$ cat src/rtl/spi_pkg.sv
// rtl/spi_pkg.sv - shared defaults and state type for the SPI responder
package spi_pkg;

  localparam int SPI_WIDTH       = 16;
  localparam int SPI_SYNC_STAGES = 2;

  typedef enum logic {
    ST_IDLE   = 1'b0,
    ST_ACTIVE = 1'b1
  } spi_state_e;

endpackage

$ cat src/rtl/spi_responder_sync_edge.sv
// rtl/spi_responder_sync_edge.sv - input synchronizer with rise/fall strobes
module sync_edge
  import spi_pkg::*;
#(
  parameter int   STAGES    = SPI_SYNC_STAGES,
  parameter logic RESET_VAL = 1'b0
) (
  input  logic clk,
  input  logic rst_n,
  input  logic din_i,
  output logic rise_o,
  output logic fall_o
);

  logic [STAGES-1:0] sync_q;
  logic              prev_q;

  // Synchronizer chain plus one history flop; the history flop starts at the
  // same level as the chain so no strobe fires out of reset.
  always_ff @(posedge clk or negedge rst_n) begin
    if (!rst_n) begin
      sync_q <= {STAGES{RESET_VAL}};
      prev_q <= RESET_VAL;
    end else begin
      sync_q <= {sync_q[STAGES-2:0], din_i};
      prev_q <= sync_q[STAGES-1];
    end
  end

  assign rise_o = sync_q[STAGES-1] & ~prev_q;
  assign fall_o = ~sync_q[STAGES-1] & prev_q;

endmodule

$ cat src/rtl/spi_responder.sv
// rtl/spi_responder.sv - SPI mode-0 responder with oversampled serial inputs
module spi_responder
  import spi_pkg::*;
#(
  parameter int WIDTH       = SPI_WIDTH,
  parameter int SYNC_STAGES = SPI_SYNC_STAGES
) (
  input  logic             clk,
  input  logic             reset,
  input  logic             SCLK,
  input  logic             CS_n,
  input  logic             MOSI,
  output logic             MISO,
  input  logic [WIDTH-1:0] tx_data,
  input  logic             tx_valid,
  output logic             tx_ready,
  output logic             tx_underrun,
  output logic [WIDTH-1:0] rx_data,
  output logic             rx_valid
);

  localparam int CNT_W = $clog2(WIDTH + 1);

  logic sclk_rise, sclk_fall;
  logic cs_rise, cs_fall;

  logic [SYNC_STAGES-1:0] mosi_sync_q;
  logic                   mosi_s;

  spi_state_e       state_q, state_d;
  logic [CNT_W-1:0] cnt_q, cnt_d;
  logic [WIDTH-1:0] shin_q, shin_d;
  logic [WIDTH-1:0] shout_q, shout_d;
  logic [WIDTH-1:0] rx_data_q, rx_data_d;
  logic             rx_valid_q, rx_valid_d;
  logic             miso_q;
  logic             load;

  sync_edge #(.STAGES(SYNC_STAGES), .RESET_VAL(1'b0)) u_sclk_sync (
    .clk    (clk),
    .rst_n  (reset),
    .din_i  (SCLK),
    .rise_o (sclk_rise),
    .fall_o (sclk_fall)
  );

  sync_edge #(.STAGES(SYNC_STAGES), .RESET_VAL(1'b1)) u_cs_sync (
    .clk    (clk),
    .rst_n  (reset),
    .din_i  (CS_n),
    .rise_o (cs_rise),
    .fall_o (cs_fall)
  );

  // MOSI only needs the synchronizer; its delay matches the SCLK strobe path.
  always_ff @(posedge clk or negedge reset) begin
    if (!reset) mosi_sync_q <= '0;
    else        mosi_sync_q <= {mosi_sync_q[SYNC_STAGES-2:0], MOSI};
  end

  assign mosi_s = mosi_sync_q[SYNC_STAGES-1];

  // Transfer state, shift registers, received word and registered MISO.
  always_ff @(posedge clk or negedge reset) begin
    if (!reset) begin
      state_q    <= ST_IDLE;
      cnt_q      <= '0;
      shin_q     <= '0;
      shout_q    <= '0;
      rx_data_q  <= '0;
      rx_valid_q <= 1'b0;
      miso_q     <= 1'b0;
    end else begin
      state_q    <= state_d;
      cnt_q      <= cnt_d;
      shin_q     <= shin_d;
      shout_q    <= shout_d;
      rx_data_q  <= rx_data_d;
      rx_valid_q <= rx_valid_d;
      miso_q     <= (state_q == ST_ACTIVE) ? shout_q[WIDTH-1] : 1'b0;
    end
  end

  // Next-state: CS_n rise outranks any SCLK edge in the same cycle, and a
  // falling SCLK with the bit counter at zero starts the next word.
  always_comb begin
    state_d     = state_q;
    cnt_d       = cnt_q;
    shin_d      = shin_q;
    shout_d     = shout_q;
    rx_data_d   = rx_data_q;
    rx_valid_d  = 1'b0;
    tx_ready    = 1'b0;
    tx_underrun = 1'b0;
    load        = 1'b0;

    case (state_q)
      ST_IDLE: begin
        if (cs_fall) begin
          state_d = ST_ACTIVE;
          cnt_d   = '0;
          load    = 1'b1;
        end
      end
      ST_ACTIVE: begin
        if (cs_rise) begin
          state_d = ST_IDLE;
          cnt_d   = '0;
          shin_d  = '0;
        end else begin
          if (sclk_rise) begin
            shin_d = {shin_q[WIDTH-2:0], mosi_s};
            if (cnt_q == CNT_W'(WIDTH - 1)) begin
              cnt_d      = '0;
              rx_data_d  = shin_d;
              rx_valid_d = 1'b1;
            end else begin
              cnt_d = cnt_q + CNT_W'(1);
            end
          end
          if (sclk_fall) begin
            if (cnt_q == '0) load = 1'b1;
            else             shout_d = shout_q << 1;
          end
        end
      end
      default: state_d = ST_IDLE;
    endcase

    if (load) begin
      if (tx_valid) begin
        shout_d  = tx_data;
        tx_ready = 1'b1;
      end else begin
        shout_d     = '0;
        tx_underrun = 1'b1;
      end
    end
  end

  assign MISO     = miso_q;
  assign rx_data  = rx_data_q;
  assign rx_valid = rx_valid_q;

endmodule

$ cat config.mk
export PLATFORM = sky130hd
export DESIGN_NAME = spi_responder
export DESIGN_NICKNAME = d
export VERILOG_FILES = /design/src/rtl/spi_pkg.sv /design/src/rtl/spi_responder_sync_edge.sv /design/src/rtl/spi_responder.sv
export SDC_FILE = /design/constraint.sdc
export NUM_CORES = 1
export LEC_CHECK = 0
export ABC_AREA = 1
export CAP_MARGIN = 20
export CORE_UTILIZATION = 25
export DETAILED_ROUTE_END_ITERATION = 16
export PLACE_DENSITY = 0.47
export SYNTH_ARGS = -nofsm -noshare
export SYNTH_HDL_FRONTEND = slang
export SYNTH_SLANG_ARGS = --single-unit
$ cat constraint.sdc
create_clock -name clk -period 3.45 [get_ports clk]
set_input_delay 1.035 -clock clk [delete_from_list [all_inputs] [get_ports clk]]
set_output_delay 1.035 -clock clk [all_outputs]
set_load 0.01 [all_outputs]
---- Yosys cells after proc, flatten, opt, wreduce, memory -nomap -nowiden ----
Index checks and enable logic that the tools add are counted.
cells by class
  add/subtract/negate cells ............... 1
  equality and inequality tests ........... 5
  multiplexer cells ....................... 29
  bitwise gates (word level) .............. 10
  reductions and logical operators ........ 8
operator list
  kind                   count
  $mux W16               6
  $mux W15               2
  $mux W5                4
  $mux W1                14
  $pmux W5 S2            1
  $reduce_and A4 Y1      2
  $not A1 Y1             6
  $reduce_bool A2 Y1     3
  $add A5 B1 Y5 const B  1
  $eq A5 B4 Y1 const B   1
  $logic_not A5 Y1       1
  $and A1 B1 Y1          4
  $ne A2 B2 Y1 const B   2
  $pmux W1 S2            2
  $reduce_and A2 Y1      2
  $ne A3 B3 Y1 const B   1
  $ne A2 B1 Y1 const B   1
storage, ports and cells
  bits in registers ....................... 63
  input bits .............................. 22
  output and inout bits ................... 20
  word-level logic and storage cells ...... 65

---- Logic depth before layout (Yosys ltp) ----
Gate-level depths: netlist of run 1.
  depth in word-level cells ............... 7
  depth in mapped cells ................... 9
  depth with buffers taken out ............ 8

---- Hierarchy ----
From an unflattened synthesis of run 1, not the netlist that was laid out.
unflattened totals
  cell total of the unflattened synthesis .. 324
  area total of the unflattened synthesis .. 2859.0 um2
by module, submodules not included
  module                   instances  cells an instance  area each (um2)  seq. area each (um2)
  spi_responder            1          310                2675.1           1426.4
  sync_edge (u_cs_sync)    1          7                  93.8             78.8
  sync_edge (u_sclk_sync)  1          7                  90.1             75.1

---- Worst setup path after synthesis of run 1 ----
OpenSTA, ideal clock, no wires.
  path type ............................... input -> output
  start ................................... in tx_valid
  end ..................................... out tx_ready
  data arrival time ....................... 1590 ps
  required time ........................... 2415 ps
  path slack .............................. 825 ps
  stages .................................. 4
  buffers on the path ..................... 2
  cells stage by stage .................... buf_2 > buf_2 > inv_1 > nor2_1
on the way
  word-level cells in the longest chain between the ends .. 2
RTL lines
  element      RTL line              RTL
  from (decl)  spi_responder.sv:15   input logic tx_valid,
  $mux W1      spi_responder.sv:131  if (tx_valid) begin
  $mux W1      spi_responder.sv:130  if (load) begin
  to (decl)    spi_responder.sv:16   output logic tx_ready,
No other way between the ends.

---- Final worst setup path of run 1 ----
Same ends and word-level chain as after synthesis.

==> results of run 1 <==
-- final cells by class --
class | count | area, um2
multi-input cells | 182 | 840
well taps | 136 | 170
clock buffers | 9 | 124
fillers | 1151 | 7000
clock inverters | 7 | 72.6
inverters | 58 | 218
flip-flops and latches | 63 | 1580
repair buffers | 47 | 463
-- worst min path at each step --
stage	from	end	slack (ns)	cells past startpoint
after floorplan	mosi_sync_q[0]	mosi_sync_q[1]	0.33	0
after global placement	mosi_sync_q[0]	mosi_sync_q[1]	0.34	0
after detailed placement	mosi_sync_q[0]	mosi_sync_q[1]	0.34	0
after CTS	mosi_sync_q[0]	mosi_sync_q[1]	0.35	0
after global routing	mosi_sync_q[0]	mosi_sync_q[1]	0.36	0
final	mosi_sync_q[0]	mosi_sync_q[1]	0.35	0
-- registers in the layout, indices dropped and copies added, names as in the netlist --
name                count
rx_data                16
shout_q                16
shin_q                 15
cnt_q                   5
mosi_sync_q             2
u_cs_sync.sync_q        2
u_sclk_sync.sync_q      2
MISO                    1
rx_valid                1
state_q                 1
u_cs_sync.prev_q        1
u_sclk_sync.prev_q      1
-- power by group --
part	switching, mW	internal [mW]	total (mW)
Combinational	0.258	0.165	0.422
Sequential	0.0616	0.861	0.923
Clock	0.298	0.334	0.633
Total	0.618	1.36	1.98
-- critical path, stage by stage --
cell and delay [ns]:
clkdlybuf4s50_1 0.51, inv_1 0.05, nor2_1 0.09, clkdlybuf4s50_1 0.54
-- synth_stat cells, drive strengths merged --
master   n
o22ai   16
dfrtp   60
buf     14
nor2    23
nand4    1
nor3     1
a21oi   19
inv     58
o21ai   18
a22oi    1
nand3   21
nand2   80
ha       2
dfstp    3
-- per-layer routing --
metal  part of all wire  up-vias  GRT usage
met3              0.044        5     0.0307
met5                  0        -          0
met1               0.49      954      0.126
met4             0.0097        0     0.0362
met2               0.46       54      0.170
li1                   -     1068          -
-- layout by cell type, fill, tap and decap left out, types with 2 or more instances in the layout --
cell type / synthesis / layout
dfrtp_1: 60 / 60
inv_1: 56 / 56
nand2_1: 76 / 76
buf_4: 2 / 5
o21ai_0: 2 / 2
clkinv_2: 0 / 2
o22ai_1: 16 / 16
dfstp_2: 3 / 3
clkdlybuf4s50_1: 0 / 40
o21ai_1: 16 / 16
nor2_1: 22 / 22
nand3_1: 21 / 21
inv_2: 2 / 2
a21oi_1: 19 / 19
clkinvlp_4: 0 / 2
nand2_2: 4 / 4
clkbuf_8: 0 / 9
ha_1: 2 / 2
-- per-stage QoR --
| stage | cell area [um2] | setup WS, ns | util |
|---|---|---|---|
| after floorplan | 2730 | 0.825 | - |
| after global placement | 3270 | 0.174 | 0.313 |
| after detailed placement | 3270 | 0.171 | 0.313 |
| after CTS | 3470 | 0.175 | 0.331 |
| after global routing | 3470 | 0.109 | 0.331 |
| final | 3470 | 0.185 | 0.331 |
-- cells by family (layout without fill, tap and decap cells) --
logic type	count (synthesis)	in the layout	share of synthesized area
DFF	63	63	0.579
adders and majority gates	2	2	0.00916
buffers and inverters	72	121	0.114
and+or+nand+nor	126	126	0.191
AOI/OAI and AO/OA	54	54	0.107
==> key figures, run 1 <==
Yosys
  – Mapped Cells: 317
  – Post-Syn Area: 0.00273 mm2
  – Share of the synthesized area in the top cell type: 0.550
  – Post-Syn Nets: 341
  – Distinct cell type count after synthesis: 20
  – Syn_area_per_cell: 8.62 um2
  – Yosys reg bits: 63
  – Area contributors post-synth: dfrtp_1, nand2_1, inv_1, nand3_1, o22ai_1
  – Synth Warn #: 0
  – Sequential fraction of the synthesis area: 0.579
  – Largest area contributor in the netlist: dfrtp_1

STA
  – Sum of negative setup slack: 0 ns
  – Normalized max-slew margin: 0.460
  – Worst-margin pin slew: 0.808 ns
  – Min Tclk post-route: 3.27 ns
  – RSZ-0062 raised after global routing: no
  – Hold Slack: 0.353 ns
  – Fmax: 306 MHz
  – Clk_skew: 0.00923 ns
  – Final setup vio count: 0
  – Slew Limit Fails: 0
  – Final Cycle Share: 0.946
  – Fin. Hold Viols: 0

Place
  – GPL Wtd Cong: 0.718
  – Placed insts: 486
  – I/O Buffers: 41
  – DP HPWL: 3.55 mm

Worst setup path
  – CP max FO: 4
  – R2R depth: 6
  – Flop-to-flop setup slack: 1.49 ns
  – Required time of the critical path: 2.41 ns
  – CP endpoint: tx_ready
  – RR Startpoint: u_cs_sync.prev_q
  – Critical R2R Capture: rx_data[4]
  – Setup crit start kind: input port
  – Worst Setup End Kind: output pin
  – Critical path class: input port to output pin
  – Arr. time, crit path: 2.23 ns
  – CP startpoint: tx_valid

Route
  – Drt first pass iters: 6
  – Avg WL per Cell: 10.4 um
  – Via density per instance: 4.15
  – DR iter-0 viols: 56
  – Vias post-DR: 2081
  – # DRC: 0
  – Post-route ant nets: 0
  – Total Wirelength: 5.24 mm

Floorplan
  – Die ar.: 0.0113 mm2
  – Top-Level Pins: 42
  – Starting Density: 0.261
  – Height of the die: 107 um
  – Chip width: 107 um
  – Core Footprint: 0.0105 mm2
  – Row count: 37

Clocking
  – CTS tree: built
  – CTS H-tree depth: 3
  – Sink Count: 63
  – Post-CTS setup buffer count: 0
  – CTS clk-pin slew, worst paths: 0.07 ns
  – Hold buffers post-CTS: 0
  – Clk_lat worst skew: 0.33 ns
  – Num CTS Buffers: 9
  – PostCTS Resize Cnt: 0
  – Largest buffer count on any clock path: 2
  – Root buf cell: clkbuf_8

Pwr
  – Leakage: 1.71 nW
  – Tot Pwr: 1.98 mW
  – Power per cell area: 570 mW/mm2
  – Maximum vdd ir drop: 217 uV

Cells and area
  – Final Non-Filler Cells: 502
  – Layout cells sized above 1: 0.0929
  – Area growth, synth to finish: 26.9%
  – Nets: 385
  – Inserted Diodes: 0

GRT
  – Antenna violations before repair: 0
  – Vias in the first global route: 2093
  – Global route total overflow: 0
  – Largest net degree at the start of global routing: 47
  – First-pass GRT wire length: 9.26 mm
  – Total global-route track usage: 0.102

Min path
  – Worst hold path type: register to register

Outcome
  – Status: finished, final reports clean

Flow run
  – Max-cap violations: 0
(Power assumes the default switching activity.)
==> inputs of run 2 (changes only) <==
CORE_ASPECT_RATIO = 0.7   (was unset)
==> run 2 against run 1 <==
Net effect:
- sequential power barely moved
- critical endpoint unchanged
- first-iteration DRC count grew 130%
- non-clock buffer count down 1
- via count decreased by 2.4%
- final area increased by 2.0%
- final cell count fell by 1.0%
- setup slack improved by 0.016 ns
- combinational power fell by 3%
- clock power increased by 37%
- power is 11% higher
- wire length increased by 3.6%
- maximum frequency grew 0.50%
==> key figures, run 2 (synthesized netlist as in run 1, its figures left out) <==
Outcome
  – Status: finished, final reports clean

Worst setup path
  – Critical path class: input port to output pin
  – CP max stage delay: 0.54 ns
  – Worst-path cell chain: clkdlybuf4s50_1 -> inv_1 -> nor2_1 -> clkdlybuf4s50_1
  – Cell mode on critical path: clkdlybuf4s50_1
  – Required time of the critical path: 2.41 ns
  – Arr. time, crit path: 2.21 ns
  – CP delay by family, top: buffers and inverters
  – Worst Setup End Kind: output pin
  – Highest-delay cell along the critical path: clkdlybuf4s50_1
  – CP max FO: 3
  – Setup crit start kind: input port
  – Worst Path Buf+Inv: 3

Floorplan
  – Height of the die: 89.5 um
  – Row count: 31
  – Starting Density: 0.261
  – Top-Level Pins: 42
  – Chip width: 127 um
  – Die ar.: 0.0114 mm2
  – Core Footprint: 0.0105 mm2

Cells and area
  – Design Area, Final: 0.00354 mm2
  – Commonest non-fill, non-tap cells in the layout: nand2_1, dfrtp_1, inv_1
  – Commonest non-fill, non-tap cell in the layout: nand2_1
  – Area growth, synth to finish: 29.5%
  – Inserted Diodes: 0
  – Final Util: 0.338
  – Nets: 384
  – Layout cells sized above 1: 0.0877
  – Final Non-Filler Cells: 497

Clocking
  – Hold buffers post-CTS: 0
  – Clk_lat worst skew: 0.32 ns
  – CTS tree: built
  – PostCTS Resize Cnt: 0
  – CTS H-tree depth: 3
  – Post-CTS setup buffer count: 0
  – Largest buffer count on any clock path: 2
  – Sink Count: 63
  – Num CTS Buffers: 9
  – Root buf cell: clkbuf_16
  – CTS clk-pin slew, worst paths: 0.05 ns

GRT
  – Global route total overflow: 0
  – Antenna violations before repair: 0
  – First-pass GRT wire length: 9.29 mm
  – Vias in the first global route: 1910
  – Largest net degree at the start of global routing: 47
  – Total global-route track usage: 0.107

Place
  – Placement Setup Slack: 0.185 ns
  – Placed Area: 0.00325 mm2
  – DP HPWL: 3.73 mm
  – Placed insts: 481
  – I/O Buffers: 41
  – GPL Wtd Cong: 0.701

STA
  – Hold Slack: 0.346 ns
  – Normalized max-slew margin: 0.474
  – Final setup vio count: 0
  – Fin. Hold Viols: 0
  – Post-route setup slack: 0.201 ns
  – Worst-margin pin slew: 0.787 ns
  – Clk_skew: 0.00539 ns
  – Sum of negative setup slack: 0 ns
  – Fmax: 308 MHz
  – Final Cycle Share: 0.942
  – RSZ-0062 raised after global routing: no
  – Min Tclk post-route: 3.25 ns
  – Slew Limit Fails: 0

Pwr
  – Maximum vdd ir drop: 226 uV
  – Power per cell area: 623 mW/mm2
  – Leakage: 1.75 nW
  – Tot Pwr: 2.20 mW

Min path
  – Worst hold path type: register to register

Route
  – Total Wirelength: 5.42 mm
  – Post-route ant nets: 0
  – Vias post-DR: 2032
  – DR iter-0 viols: 127
  – Via density per instance: 4.09
  – # DRC: 0
  – Drt first pass iters: 4
  – Avg WL per Cell: 10.9 um

Flow run
  – Max-cap violations: 0
-- run 2: worst register-to-register path: stages, from the launching register on --
cell	delay [ns]
dfstp_2	0.51
inv_1	0.04
nand2_1	0.08
nand2_1	0.11
inv_2	0.12
nand4_2	0.62
o21ai_1	0.37
-- run 2: path summary, 6_finish.rpt --
path / startpoint / to / slack [ns] / depth (start not counted)
hold reg to reg: mosi_sync_q[0] / mosi_sync_q[1] / 0.35 / 0
max in group asynchronous: reset / MISO / 1.94 / 2
min in group asynchronous: reset / rx_data[4] / 0.75 / 1
setup / recovery: tx_valid / tx_ready / 0.20 / 4
hold / removal: mosi_sync_q[0] / mosi_sync_q[1] / 0.35 / 0
setup reg to reg: u_cs_sync.prev_q / rx_data[13] / 1.50 / 6
-- run 2: cell type report --
type | count | area [um2]
clock buffers | 10 | 229
clock inverters | 6 | 61.3
fillers | 1101 | 6940
inverters | 58 | 218
multi-input cells | 182 | 840
flip-flops and latches | 63 | 1580
well taps | 132 | 165
repair buffers | 46 | 443
-- run 2: metal layers --
layer,vias up,GRT usage,wire length [um]
li1,1072,-,-
met1,931,0.149,2850
met2,21,0.150,2290
met3,8,0.0383,187
met4,0,0.0455,92
met5,-,0,0
-- run 2: where the power goes --
group / internal [mW] / switching (mW) / total, mW
clock: 0.556 / 0.313 / 0.868
sequential: 0.863 / 0.0626 / 0.926
combinational: 0.153 / 0.256 / 0.409
total: 1.57 / 0.631 / 2.20
==> inputs of run 3 (changes only) <==
CELL_PAD_IN_SITES_DETAIL_PLACEMENT = 1   (was unset)
CELL_PAD_IN_SITES_GLOBAL_PLACEMENT = 1   (was unset)
CTS_BUF_LIST = sky130_fd_sc_hd__clkbuf_4   (was unset)
PLACE_DENSITY = 0.58   (was 0.47)
SLEW_MARGIN = 40   (was unset)
==> run 3 against run 2 <==
Net effect:
- power fell by 16%
- sequential power barely moved
- setup slack improved by 0.077 ns
- critical path type is now register to output pin
==> key figures, run 3 (synthesized netlist as in run 1, its figures left out) <==
Outcome
  – Status: finished, final reports clean

Place
  – Placement Setup Slack: 0.0330 ns
  – GPL Wtd Cong: 0.730
  – Placed Area: 0.00327 mm2
  – DP HPWL: 4.15 mm
  – Placed insts: 482
  – I/O Buffers: 41

GRT
  – Vias in the first global route: 2123
  – First-pass GRT wire length: 10.2 mm
  – Global route total overflow: 0
  – Total global-route track usage: 0.118
  – Antenna violations before repair: 0
  – Largest net degree at the start of global routing: 47

Pwr
  – Clk network pwr share: 0.262
  – Switch share: 0.324
  – Leakage: 1.69 nW
  – Sequential power share: 0.502
  – Maximum vdd ir drop: 156 uV
  – Int Pwr: 1.24 mW
  – Switching Power: 0.597 mW
  – Power per cell area: 541 mW/mm2
  – Part of the power in combinational logic: 0.236

Route
  – Total Wirelength: 5.97 mm
  – DR iter-0 viols: 81
  – Drt first pass iters: 5
  – Post-route ant nets: 0
  – Avg WL per Cell: 12.0 um
  – # DRC: 0
  – Via density per instance: 4.24
  – Vias post-DR: 2106

Floorplan
  – Row count: 31
  – Starting Density: 0.261
  – Die ar.: 0.0114 mm2
  – Height of the die: 89.5 um
  – Core Footprint: 0.0105 mm2
  – Chip width: 127 um
  – Top-Level Pins: 42

STA
  – Normalized max-slew margin: 0.567
  – Sum of negative setup slack: 0 ns
  – Fmax: 315 MHz
  – Clk_skew: 0.00877 ns
  – Hold Slack: 0.360 ns
  – Post-route setup slack: 0.278 ns
  – Final Cycle Share: 0.919
  – Min Tclk post-route: 3.17 ns
  – Slew Limit Fails: 0
  – Fin. Hold Viols: 0
  – Worst-margin pin slew: 0.647 ns
  – RSZ-0062 raised after global routing: no
  – Final setup vio count: 0

Worst setup path
  – CP startpoint: u_cs_sync.prev_q
  – Worst-path cell chain: inv_1 -> nor2_1 -> nand2_2 -> nand2_2 -> nand2_2 -> nor2_1 -> clkdlybuf4s50_1
  – R2R depth: 6
  – Worst Setup End Kind: output pin
  – Setup crit start kind: register
  – RR Startpoint: u_cs_sync.prev_q
  – Cell mode on critical path: nand2_2
  – Flop-to-flop setup slack: 1.66 ns
  – CP endpoint: tx_underrun
  – Critical path class: register to output pin
  – CP max stage delay: 0.54 ns
  – Highest-delay cell along the critical path: clkdlybuf4s50_1
  – Arr. time, crit path: 2.14 ns
  – Critical R2R Capture: shin_q[6]
  – CP max FO: 10
  – Required time of the critical path: 2.41 ns

Clocking
  – CTS clk-pin slew, worst paths: 0.10 ns
  – CTS tree: built
  – Root buf cell: clkbuf_4
  – Largest buffer count on any clock path: 2
  – Sink Count: 63
  – CTS H-tree depth: 3
  – Clk_lat worst skew: 0.41 ns
  – Hold buffers post-CTS: 0
  – Num CTS Buffers: 9

Min path
  – Worst hold path type: register to register

Cells and area
  – Design Area, Final: 0.00340 mm2
  – Commonest non-fill, non-tap cells in the layout: nand2_1, dfrtp_1, inv_1
  – Nets: 385
  – Layout cells sized above 1: 0.0849
  – Area growth, synth to finish: 24.6%
  – Commonest non-fill, non-tap cell in the layout: nand2_1
  – Final Non-Filler Cells: 497
  – Inserted Diodes: 0

Flow run
  – Max-cap violations: 0
## run 3: cell count changes in the layout (fill, tap and decap cells not counted), moves of 2 or more
| cell | previous run | this run |
|---|---|---|
| clkinv_1 | 0 | 2 |
| clkinv_2 | 3 | 1 |
| clkbuf_16 | 9 | 0 |
| clkbuf_4 | 0 | 10 |
## run 3: stage by stage
stage / total power [mW] / util
6_report: 1.84 / 0.325
5_1_grt: 1.98 / 0.325
4_1_cts: 1.88 / 0.324
3_5_place_dp: 1.38 / 0.312
3_3_place_gp: 1.36 / 0.312
2_1_floorplan: 1.23 / -
## run 3: critical path, delay by kind of cell (launching register included)
family	cells	cell delay (ns)
flops	1	0.53
buf+inv	2	0.58
simple gates	5	0.61
## run 3: how the worst min path moves through the flow
stage	start	end	depth (start not counted)
5_1_grt	u_sclk_sync.sync_q[0]	u_sclk_sync.sync_q[1]	0
3_5_place_dp	mosi_sync_q[0]	mosi_sync_q[1]	0
2_1_floorplan	mosi_sync_q[0]	mosi_sync_q[1]	0
6_report	u_sclk_sync.sync_q[0]	u_sclk_sync.sync_q[1]	0
3_3_place_gp	mosi_sync_q[0]	mosi_sync_q[1]	0
4_1_cts	mosi_sync_q[0]	mosi_sync_q[1]	0
## run 3: metal layers
layer | share of wire | global-route usage | up-vias
met5 | 0 | 0 | -
met4 | 0.017 | 0.0584 | 0
met3 | 0.031 | 0.0365 | 9
met2 | 0.46 | 0.189 | 25
met1 | 0.49 | 0.146 | 1000
li1 | - | - | 1072
## run 3: final cells by class
class | count | area, um2
multi-input combinational | 182 | 848
sequential | 63 | 1580
tap | 132 | 165
inverter | 58 | 218
clock buffer | 10 | 75.1
clock inverter | 5 | 50.0
fill | 1255 | 7070
timing repair buffer | 47 | 465
## run 3: what timing repair did
action / in CTS / in global routing
gates resized for setup: 0 / 1
setup buffers: 0 / 0
setup endpoints to repair: 0 / 1
## run 3: power groups by stage
stage | logic [mW] | clock network (mW) | registers (mW)
final | 0.434 | 0.483 | 0.924
after global routing | 0.511 | 0.528 | 0.940
after CTS | 0.444 | 0.509 | 0.924
after detailed placement | 0.444 | 0 | 0.937
after global placement | 0.429 | 0 | 0.933
after floorplan | 0.311 | 0 | 0.924
